$ cat src/rtl/rcu_seq_pkg.sv
// Shared definitions for the RCU reset/clock-enable sequencer: register word
// offsets (paddr[5:2]), register bit positions and FSM state encodings.
package rcu_seq_pkg;

    localparam logic [3:0] REG_CTRL     = 4'h0;
    localparam logic [3:0] REG_STAT     = 4'h1;
    localparam logic [3:0] REG_DLY      = 4'h2;
    localparam logic [3:0] REG_DIV_BASE = 4'h4;

    localparam int CTRL_START  = 0;
    localparam int CTRL_ASSERT = 1;
    localparam int CTRL_IRQ_EN = 2;

    localparam int STAT_BUSY    = 0;
    localparam int STAT_DONE    = 1;
    localparam int STAT_LOCK    = 2;
    localparam int STAT_TIMEOUT = 3;
    localparam int STAT_RST_N   = 8;

    typedef logic [1:0] seq_state_t;

    localparam seq_state_t ST_IDLE      = 2'd0;
    localparam seq_state_t ST_WAIT_LOCK = 2'd1;
    localparam seq_state_t ST_REL       = 2'd2;
    localparam seq_state_t ST_GAP       = 2'd3;

    localparam logic [15:0] TIMEOUT_LAST = 16'hFFFE;

endpackage

$ cat src/rtl/rcu_clk_en_div.sv
// One channel of the clock-enable divider: a pulse every DIV+1 cycles while
// the channel's reset is released, first pulse on the first released cycle.
module rcu_clk_en_div #(
    parameter int DIV_WIDTH = 8
) (
    input  logic                 clk_i,
    input  logic                 rst_i,
    input  logic                 i_rst_n,
    input  logic                 i_restart,
    input  logic [DIV_WIDTH-1:0] i_div,
    input  logic [DIV_WIDTH-1:0] i_restart_div,
    output logic                 o_clk_en
);

    logic [DIV_WIDTH-1:0] r_cnt;

    // Down-counter firing at zero; a restart reloads as if a pulse had just fired.
    always_ff @(posedge clk_i) begin
        if (rst_i || !i_rst_n) begin
            r_cnt <= '0;
        end else if (i_restart) begin
            r_cnt <= i_restart_div;
        end else if (r_cnt == '0) begin
            r_cnt <= i_div;
        end else begin
            r_cnt <= r_cnt - 1'b1;
        end
    end

    assign o_clk_en = i_rst_n && (r_cnt == '0);

endmodule

$ cat src/rtl/rcu_rst_seq.sv
// RCU reset-release sequencer with per-channel clock-enable dividers and APB4 slave.
// Optional lock timeout in WAIT_LOCK enabled by defining RCU_SEQ_TIMEOUT_EN.
//
// state      | meaning
// IDLE       | no sequence running; START accepted here
// WAIT_LOCK  | waiting for pll_lock_i before the first release
// REL        | releasing channel idx this cycle
// GAP        | counting DLY cycles between two releases
module rcu_rst_seq
    import rcu_seq_pkg::*;
#(
    parameter int CHAN_NUM  = 4,
    parameter int DLY_WIDTH = 8,
    parameter int DIV_WIDTH = 8
) (
    input  logic                clk_i,
    input  logic                rst_i,
    input  logic                psel_i,
    input  logic                penable_i,
    input  logic                pwrite_i,
    input  logic [5:0]          paddr_i,
    input  logic [31:0]         pwdata_i,
    output logic [31:0]         prdata_o,
    output logic                pready_o,
    output logic                pslverr_o,
    input  logic                sys_rst_req_i,
    input  logic                pll_lock_i,
    output logic [CHAN_NUM-1:0] rst_n_o,
    output logic [CHAN_NUM-1:0] clk_en_o,
    output logic                busy_o,
    output logic                irq_o
);

    localparam int IDX_W = (CHAN_NUM > 1) ? $clog2(CHAN_NUM) : 1;
    localparam logic [IDX_W-1:0] LAST_IDX = IDX_W'(CHAN_NUM - 1);

    logic                w_wr;
    logic                w_rd;
    logic [3:0]          w_addr;
    logic                w_ctrl_wr;
    logic                w_stat_wr;
    logic                w_dly_wr;
    logic [CHAN_NUM-1:0] w_div_wr;
    logic                w_auto_start;
    logic                w_start;
    logic                w_assert;
    logic                w_kill;
    logic                w_done_set;
    logic                w_timeout_set;
    logic [31:0]         w_rdata;
    logic                w_unused;

    seq_state_t           r_state;
    logic [IDX_W-1:0]     r_idx;
    logic [DLY_WIDTH-1:0] r_gap_cnt;
    logic [DLY_WIDTH-1:0] r_dly;
    logic [CHAN_NUM-1:0]  r_rst_n;
    logic                 r_done;
    logic                 r_timeout;
    logic                 r_irq_en;
    logic                 r_irq;
    logic                 r_sys_rst_q;
    logic [DIV_WIDTH-1:0] r_div [CHAN_NUM];

    assign w_wr      = psel_i & penable_i & pwrite_i;
    assign w_rd      = psel_i & penable_i & ~pwrite_i;
    assign w_addr    = paddr_i[5:2];
    assign w_ctrl_wr = w_wr && (w_addr == REG_CTRL);
    assign w_stat_wr = w_wr && (w_addr == REG_STAT);
    assign w_dly_wr  = w_wr && (w_addr == REG_DLY);
    assign w_unused  = ^{paddr_i[1:0], pwdata_i};

    // Release of an external/watchdog reset restarts the sequence on its own.
    assign w_auto_start = r_sys_rst_q & ~sys_rst_req_i;
    assign w_start      = (w_ctrl_wr & pwdata_i[CTRL_START]) | w_auto_start;
    assign w_assert     = w_ctrl_wr & pwdata_i[CTRL_ASSERT];
    assign w_kill       = sys_rst_req_i | w_assert;
    assign w_done_set   = (r_state == ST_REL) && (r_idx == LAST_IDX) && !w_kill;

`ifdef RCU_SEQ_TIMEOUT_EN
    logic [15:0] r_to_cnt;

    always_ff @(posedge clk_i) begin
        if (rst_i || (r_state != ST_WAIT_LOCK)) begin
            r_to_cnt <= '0;
        end else begin
            r_to_cnt <= r_to_cnt + 16'd1;
        end
    end

    assign w_timeout_set = (r_state == ST_WAIT_LOCK) && !pll_lock_i &&
                           (r_to_cnt == TIMEOUT_LAST) && !w_kill;
`else
    assign w_timeout_set = 1'b0;
`endif

    always_ff @(posedge clk_i) begin
        if (rst_i || w_kill) begin
            r_state   <= ST_IDLE;
            r_idx     <= '0;
            r_gap_cnt <= '0;
            r_rst_n   <= '0;
        end else begin
            case (r_state)
                ST_IDLE: begin
                    if (w_start) r_state <= ST_WAIT_LOCK;
                end
                ST_WAIT_LOCK: begin
                    if (pll_lock_i)         r_state <= ST_REL;
                    else if (w_timeout_set) r_state <= ST_IDLE;
                end
                ST_REL: begin
                    r_rst_n[r_idx] <= 1'b1;
                    if (r_idx == LAST_IDX) begin
                        r_state <= ST_IDLE;
                        r_idx   <= '0;
                    end else begin
                        r_idx <= r_idx + 1'b1;
                        if (r_dly != '0) begin
                            r_state   <= ST_GAP;
                            r_gap_cnt <= r_dly;
                        end
                    end
                end
                ST_GAP: begin
                    if (r_gap_cnt == DLY_WIDTH'(1)) begin
                        r_state   <= ST_REL;
                        r_gap_cnt <= '0;
                    end else begin
                        r_gap_cnt <= r_gap_cnt - 1'b1;
                    end
                end
                default: r_state <= ST_IDLE;
            endcase
        end
    end

    always_ff @(posedge clk_i) begin
        if (rst_i) begin
            r_sys_rst_q <= 1'b0;
            r_irq_en    <= 1'b0;
            r_dly       <= '0;
            r_done      <= 1'b0;
            r_timeout   <= 1'b0;
            r_irq       <= 1'b0;
            for (int i = 0; i < CHAN_NUM; i++) r_div[i] <= '0;
        end else begin
            r_sys_rst_q <= sys_rst_req_i;
            if (w_ctrl_wr) r_irq_en <= pwdata_i[CTRL_IRQ_EN];
            if (w_dly_wr)  r_dly    <= pwdata_i[DLY_WIDTH-1:0];
            // A set in the same cycle as its W1C keeps the flag.
            if (w_done_set)                             r_done <= 1'b1;
            else if (w_stat_wr && pwdata_i[STAT_DONE])  r_done <= 1'b0;
            if (w_timeout_set)                             r_timeout <= 1'b1;
            else if (w_stat_wr && pwdata_i[STAT_TIMEOUT])  r_timeout <= 1'b0;
            r_irq <= r_irq_en & (r_done | r_timeout);
            for (int i = 0; i < CHAN_NUM; i++) begin
                if (w_div_wr[i]) r_div[i] <= pwdata_i[DIV_WIDTH-1:0];
            end
        end
    end

    always_comb begin
        w_rdata = '0;
        if (w_rd) begin
            case (w_addr)
                REG_CTRL: w_rdata[CTRL_IRQ_EN] = r_irq_en;
                REG_STAT: begin
                    w_rdata[STAT_BUSY]                = (r_state != ST_IDLE);
                    w_rdata[STAT_DONE]                = r_done;
                    w_rdata[STAT_LOCK]                = pll_lock_i;
                    w_rdata[STAT_TIMEOUT]             = r_timeout;
                    w_rdata[STAT_RST_N +: CHAN_NUM]   = r_rst_n;
                end
                REG_DLY: w_rdata[DLY_WIDTH-1:0] = r_dly;
                default: begin
                    for (int i = 0; i < CHAN_NUM; i++) begin
                        if (w_addr == REG_DIV_BASE + 4'(i)) w_rdata[DIV_WIDTH-1:0] = r_div[i];
                    end
                end
            endcase
        end
    end

    for (genvar g = 0; g < CHAN_NUM; g++) begin : g_chan
        assign w_div_wr[g] = w_wr && (w_addr == REG_DIV_BASE + 4'(g));

        rcu_clk_en_div #(
            .DIV_WIDTH (DIV_WIDTH)
        ) u_div (
            .clk_i         (clk_i),
            .rst_i         (rst_i),
            .i_rst_n       (r_rst_n[g]),
            .i_restart     (w_div_wr[g]),
            .i_div         (r_div[g]),
            .i_restart_div (pwdata_i[DIV_WIDTH-1:0]),
            .o_clk_en      (clk_en_o[g])
        );
    end

    assign prdata_o  = w_rdata;
    assign pready_o  = 1'b1;
    assign pslverr_o = 1'b0;
    assign rst_n_o   = r_rst_n;
    assign busy_o    = (r_state != ST_IDLE);
    assign irq_o     = r_irq;

endmodule

$ cat config.mk
export PLATFORM = sky130hd
export DESIGN_NAME = rcu_rst_seq
export DESIGN_NICKNAME = d
export VERILOG_FILES = /design/src/rtl/rcu_seq_pkg.sv /design/src/rtl/rcu_clk_en_div.sv /design/src/rtl/rcu_rst_seq.sv
export SDC_FILE = /design/constraint.sdc
export NUM_CORES = 1
export LEC_CHECK = 0
export ABC_CLOCK_PERIOD_IN_PS = 1950
export CELL_PAD_IN_SITES_DETAIL_PLACEMENT = 2
export CELL_PAD_IN_SITES_GLOBAL_PLACEMENT = 2
export CORE_UTILIZATION = 30
export DETAILED_ROUTE_END_ITERATION = 16
export PLACE_DENSITY_LB_ADDON = 0.1
export SYNTH_ARGS = -nofsm -noshare
export SYNTH_HDL_FRONTEND = slang
export SYNTH_SLANG_ARGS = --single-unit
$ cat constraint.sdc
create_clock -name clk_i -period 1.95 [get_ports clk_i]
set_clock_uncertainty 0.1 [all_clocks]
set_input_delay 0.39 -clock clk_i [delete_from_list [all_inputs] [get_ports clk_i]]
set_output_delay 0.39 -clock clk_i [all_outputs]
set_load 0.01 [all_outputs]
**Word-level counts from Yosys, hierarchy flattened**

Memories as Yosys holds them, arrays and structs flattened.
Cells that the tools add are included.

- Reductions and logical operators: 38
- Equality and inequality tests: 17
- Add/subtract/negate cells: 6
- Bitwise logic cells: 16
- Mux-type cells: 51
- Order comparisons: 2

Operators by type and width:

| operator | count |
|---|---|
| $mux W8 | 19 |
| $sub A8 B1 Y8 const B | 5 |
| $logic_not A8 Y1 | 4 |
| $mux W1 | 17 |
| $eq A4 B3 Y1 const B | 4 |
| $pmux W8 S2 | 1 |
| $logic_and A1 B1 Y1 | 15 |
| $mux W12 | 1 |
| $mux W2 | 6 |
| $eq A8 B1 Y1 const B | 1 |
| $ne A2 B2 Y1 const B | 4 |
| $pmux W2 S4 | 1 |
| $pmux W4 S2 | 1 |
| $reduce_bool A8 Y1 | 1 |
| $and A1 B1 Y1 | 7 |
| $eq A2 B2 Y1 const B | 3 |
| $or A1 B1 Y1 | 6 |
| $pmux W2 S3 | 1 |
| $reduce_bool A2 Y1 | 3 |
| $logic_not A1 Y1 | 5 |
| $logic_or A1 B1 Y1 | 5 |
| $eq A4 B1 Y1 const B | 1 |
| $eq A4 B2 Y1 const B | 1 |
| $logic_not A4 Y1 | 1 |
| 16 further kinds | 17 |

- Logic and storage cells: 144
- Output and inout port bits: 44
- RAM bits: 32
- Register bits after elaboration: 60
- Memories kept: 1
- Bits of input ports: 45

Memories:

| memory | depth | width | rd ports | clocked after memory_dff | write ports | line | source |
|---|---|---|---|---|---|---|---|
| r_div | 4 | 8 | 4 | 0 | 4 | rcu_rst_seq.sv:63 | `logic [DIV_WIDTH-1:0] r_div [CHAN_NUM];` |

**Logic depth before layout (Yosys ltp)**

- Word-level depth: 8
- Mapped depth: 7
- Gate-level depth less buffers: 6

**By module**

A second synthesis with hierarchy kept.

- Cells, all modules: 587
- Area total of the unflattened synthesis: 5465.2 µm²

By module, submodules not included:

| module | cells each | instances | sequential area each (µm²) | area each (µm²) |
|---|---|---|---|---|
| rcu_rst_seq | 327 | 1 | 1521.5 | 3373.2 |
| rcu_clk_en_div | 65 | 4 | 160.2 | 523.0 |

**Worst setup path after synthesis**

No wires, ideal clock.

- Kind: input -> output
- Start point: in paddr_i[2]
- End point: out prdata_o[2]
- Buffers on the path: 2
- Slack: -161 ps
- Required time: 1460 ps
- Stages on the path: 5
- Arrival: 1621 ps
- Cells stage by stage: clkbuf_1 > buf_2 > mux4_2 > mux2i_1 > nor2_1

- Longest elaborated chain between the ends: 7
- Elaborated cells on any way between the ends: 13

Ends and longest elaborated chain:

| item | line | source |
|---|---|---|
| start, declared | rcu_rst_seq.sv:21 | `input logic [5:0] paddr_i,` |
| $eq A4 B3 Y1 | rcu_rst_seq.sv:178 | `if (w_addr == REG_DIV_BASE + 4'(i)) w_rdata[DIV_WIDTH-1:0] = r_div[i];` |
| $mux W8 (4 in a row) | rcu_rst_seq.sv:178 |  |
| $pmux W1 S3 * | rcu_rst_seq.sv:166 | `case (w_addr)` |
| $mux W12 * | rcu_rst_seq.sv:165 | `if (w_rd) begin` |
| end, declared | rcu_rst_seq.sv:23 | `output logic [31:0] prdata_o,` |

Mark *: on every way between the ends. The rest lies on a longest branch, timed or not.

**Final worst setup path**

- Start point: reg g_chan[1].u_div.r_cnt[0]
- End point: out clk_en_o[1]

- Longest elaborated chain between the ends: 2

Ends and longest elaborated chain:

| item | line | source |
|---|---|---|
| start, declared | rcu_clk_en_div.sv:15 | `logic [DIV_WIDTH-1:0] r_cnt;` |
| start signal, assigned | rcu_clk_en_div.sv:22 | `r_cnt <= i_restart_div;` |
| start signal, assigned | rcu_clk_en_div.sv:24 | `r_cnt <= i_div;` |
| start signal, assigned | rcu_clk_en_div.sv:26 | `r_cnt <= r_cnt - 1'b1;` |
| $logic_not A8 Y1 | rcu_clk_en_div.sv:30 | `assign o_clk_en = i_rst_n && (r_cnt == '0);` |
| $logic_and A1 B1 Y1 | rcu_clk_en_div.sv:30 |  |
| end, declared | rcu_rst_seq.sv:29 | `output logic [CHAN_NUM-1:0] clk_en_o,` |

No other way between the ends.

==> flow_summary.yaml <==
pwr:
  finalPower_mw: 4.410
  cellLeakagePower_nw: 3.424
  ir_drop_uv: 359.9
  power_density_nw_per_um2: 549.1
timing:
  fin_crit_sh_pct: 114.0
  hold_viol_final: 0
  rsz0062_at_grt: "yes"
  fmax_ghz: 0.4499
  setup_ws_ns: -0.2728
  setup_viol: 17
  finalCriticalPeriod_ns: 2.223
  drv_slew: 0
  tns_ns: -2.273
logic_synthesis:
  synth_area_um2: 5499
  ys_top_cells_by_area: "dfxtp_1 (22%), edfxtp_1 (17%), mux2i_1 (4.6%)"
  avgSynthCellArea_um2: 9.104
  async_reset_ff_share_pct: 0
  synth_cell_type_count: 62
  synth_cells: 604
  synth_top_cell_by_area: "dfxtp_1"
  netlist.area_leader.share_pct: 21.84
  synth_warnings: 0
  synth_seq_cells: 92
  ys.flop_type: "dfxtp_1"
  seq_area_frac_synth_pct: 39.32
  synth_edf_count: 32
clock_network:
  cts_buffer_depth: 2
  clock-sinks: 92
  cts_hold_buf: 0
  numCtsBuffers: 9
  cts_tree: "built"
  clkTransAtPathRegs_ns: 0.06
  clock-root-buffer: "clkbuf_16"
  clock_latency_ns: 0.35
  htreeDepth: 3
die:
  num_rows: 49
  core-area_um2: 17960
  io_pins: 89
  dieHeight_um: 137.4
  initial_core_util_pct: 30.61
  fp.dieW_um: 137.4
  dieArea_um2: 18880
worst_setup_path:
  worstSetupStartpointType: "register"
  r2r-start: "g_chan[0].u_div.r_cnt[0]"
  crit_type: "register to output port"
  r2r_cells: 8
  worstPathArrival_ns: 1.73
  max_stage_delay_ns: 0.38
  critPathTopFamily: "simple AND/OR/NAND/NOR gates"
  r2r_slack_ns: 0
  crit_path_end_kind: "output port"
  reg2reg_to: "g_chan[0].u_div.r_cnt[5]"
  cp.buffers_inverters: 2
  critPathRequiredTime_ns: 1.46
  cp_max_fo: 2
  cpMaxStageDelayCell: "or3b_4"
  crit_chain: "inv_2 -> ha_4 -> or3b_4 -> or2_4 -> nor2_2 -> buf_2"
grt:
  grt_pass1_wl_um: 33690
  grt_overflow: 0
  antenna_found_initial: 0
  grt_usage_pct: 24.29
  grt_max_degree: 17
  grt_pass1_vias: 5854
route:
  wl_met1_um: 9613
  met3WireLength_um: 569
  routed.top_layer: "met4"
  postRouteAntennaNets: 0
  finalWirelength_um: 22230
  wl_met2_um: 11510
  wl_per_cell_um: 21.36
  drt_pass1_iterations: 4
  drc_errors: 0
  drt_iter0_markers: 203
  vias: 5341
  via_per_inst: 5.131
worst_hold_path:
  min-delay-start: "r_irq_en"
  min_path_cells: 1
  hold-path-endpoint: "irq_o"
  hold_path.class: "register to register"
layout:
  nNetsFinal: 866
  antenna_cells: 0
  syn_to_final_growth_pct: 46.05
  drive_gt1_share_pct: 40.15
place:
  port_buffers: 40
  gp_congestion: 0.8403
  dp_hpwl_um: 16730
status:
  violations: "negative setup slack"
  status: "finished with violations"
job:
  maxCapViolCount: 0
report_power, final:
group	internal, mW	switching (mW)
Sequential	2.02	0.0426
Combinational	0.254	0.251
Clock	1.06	0.779
Total	3.34	1.07
metal layers:
layer	vias to the layer above	GRT usage [%]
li1	2531	-
met5	-	0
met1	2694	29.28
met2	91	43.33
met4	0	9.707
met3	25	3.164
cell usage after synthesis, types with 10 or more instances:
master	instances
o21ai_1	17
nor3_1	15
nor2b_1	10
a21oi_1	38
nand2_1	37
inv_1	23
nand3_1	24
clkbuf_1	21
buf_4	30
edfxtp_1	32
ha_1	14
mux2i_1	25
nor2_1	49
dfxtp_1	60
o21ai_0	17
and2_1	31
nand2b_1	12
what timing repair did:
action / 4_1_cts / 5_1_grt
setup endpoints to repair: 78 / 47
gates cloned: 0 / 0
buffers inserted: 17 / 9
gates resized for setup: 131 / 43
pin swaps: 19 / 14
area by class of cell:
class	instances	area, µm²
fillers	1923	9932
multi-input cells	447	3281
flip-flops and latches	92	2178
repair buffers	234	1897
well taps	229	286.5
clock buffers	11	254.0
inverters	23	86.33
clock inverters	5	48.80
logic make-up after synthesis:
kind of cell	after synthesis	share of synthesized area [%]
AND/OR/NAND/NOR	238	23.46
XOR/XNOR	13	2.071
buffers and inverters	85	8.487
multiplexers	35	8.237
other	2	0.1366
AO/OA/AOI/OAI	125	15.11
flip-flops	92	39.32
adder cells (fa/ha/maj)	14	3.185
registers in the layout (all words and copies together) (netlist names), 2 cells and up:
signal	flops
r_div	32
r_dly	8
r_idx	2
r_state	2
r_gap_cnt	8
g_chan.u_div.r_cnt	32
rst_n_o	4
worst max path at each step:
stage	start	endpoint	cells after the start
final	g_chan[1].u_div.r_cnt[0]	clk_en_o[1]	6
after CTS	g_chan[0].u_div.r_cnt[0]	clk_en_o[0]	6
after global routing	g_chan[1].u_div.r_cnt[0]	clk_en_o[1]	6
after global placement	paddr_i[2]	prdata_o[1]	8
after detailed placement	paddr_i[2]	prdata_o[0]	8
after floorplan	g_chan[1].u_div.r_cnt[3]	clk_en_o[1]	6
worst register-to-register path, stage by stage (launching register included):
cell     delay [ns]
dfxtp_2        0.33
inv_2          0.08
ha_4           0.13
or3b_4         0.38
or2_4          0.26
buf_4          0.14
buf_8          0.13
and3_4         0.15
o31ai_2        0.16
metrics by stage:
stage	std cells	instance area, µm²	util (%)	setup WS, ns	hold slack, ns
finish	1041	8031	44.71	-0.2728	0.4356
detailed placement	999	7283	40.54	-0.9353	0.4068
floorplan	624	5642	-	-0.03835	0.3347
global placement	999	7283	40.54	-0.8904	0.3928
CTS	1032	7828	43.57	-0.3001	0.4280
global route	1041	8031	44.71	-0.3384	0.4528
placed cells by master, fill, tap and decap left out, types with 8 or more instances in the layout:
| master | count |
|---|---|
| a21oi_1 | 32 |
| and2_1 | 31 |
| and3_1 | 8 |
| buf_2 | 15 |
| buf_4 | 176 |
| buf_6 | 12 |
| clkbuf_16 | 10 |
| clkdlybuf4s50_1 | 16 |
| conb_1 | 22 |
| dfxtp_1 | 47 |
| dfxtp_2 | 13 |
| edfxtp_1 | 32 |
| ha_1 | 10 |
| inv_1 | 15 |
| inv_2 | 8 |
| mux2i_1 | 24 |
| mux4_2 | 8 |
| nand2_1 | 30 |
| nand2b_1 | 11 |
| nand3_1 | 24 |
| nor2_1 | 40 |
| nor3_1 | 13 |
| o211ai_1 | 9 |
| o21ai_0 | 16 |
| o21ai_1 | 18 |
| xor2_1 | 9 |
Power figures use the tool's default switching activity.
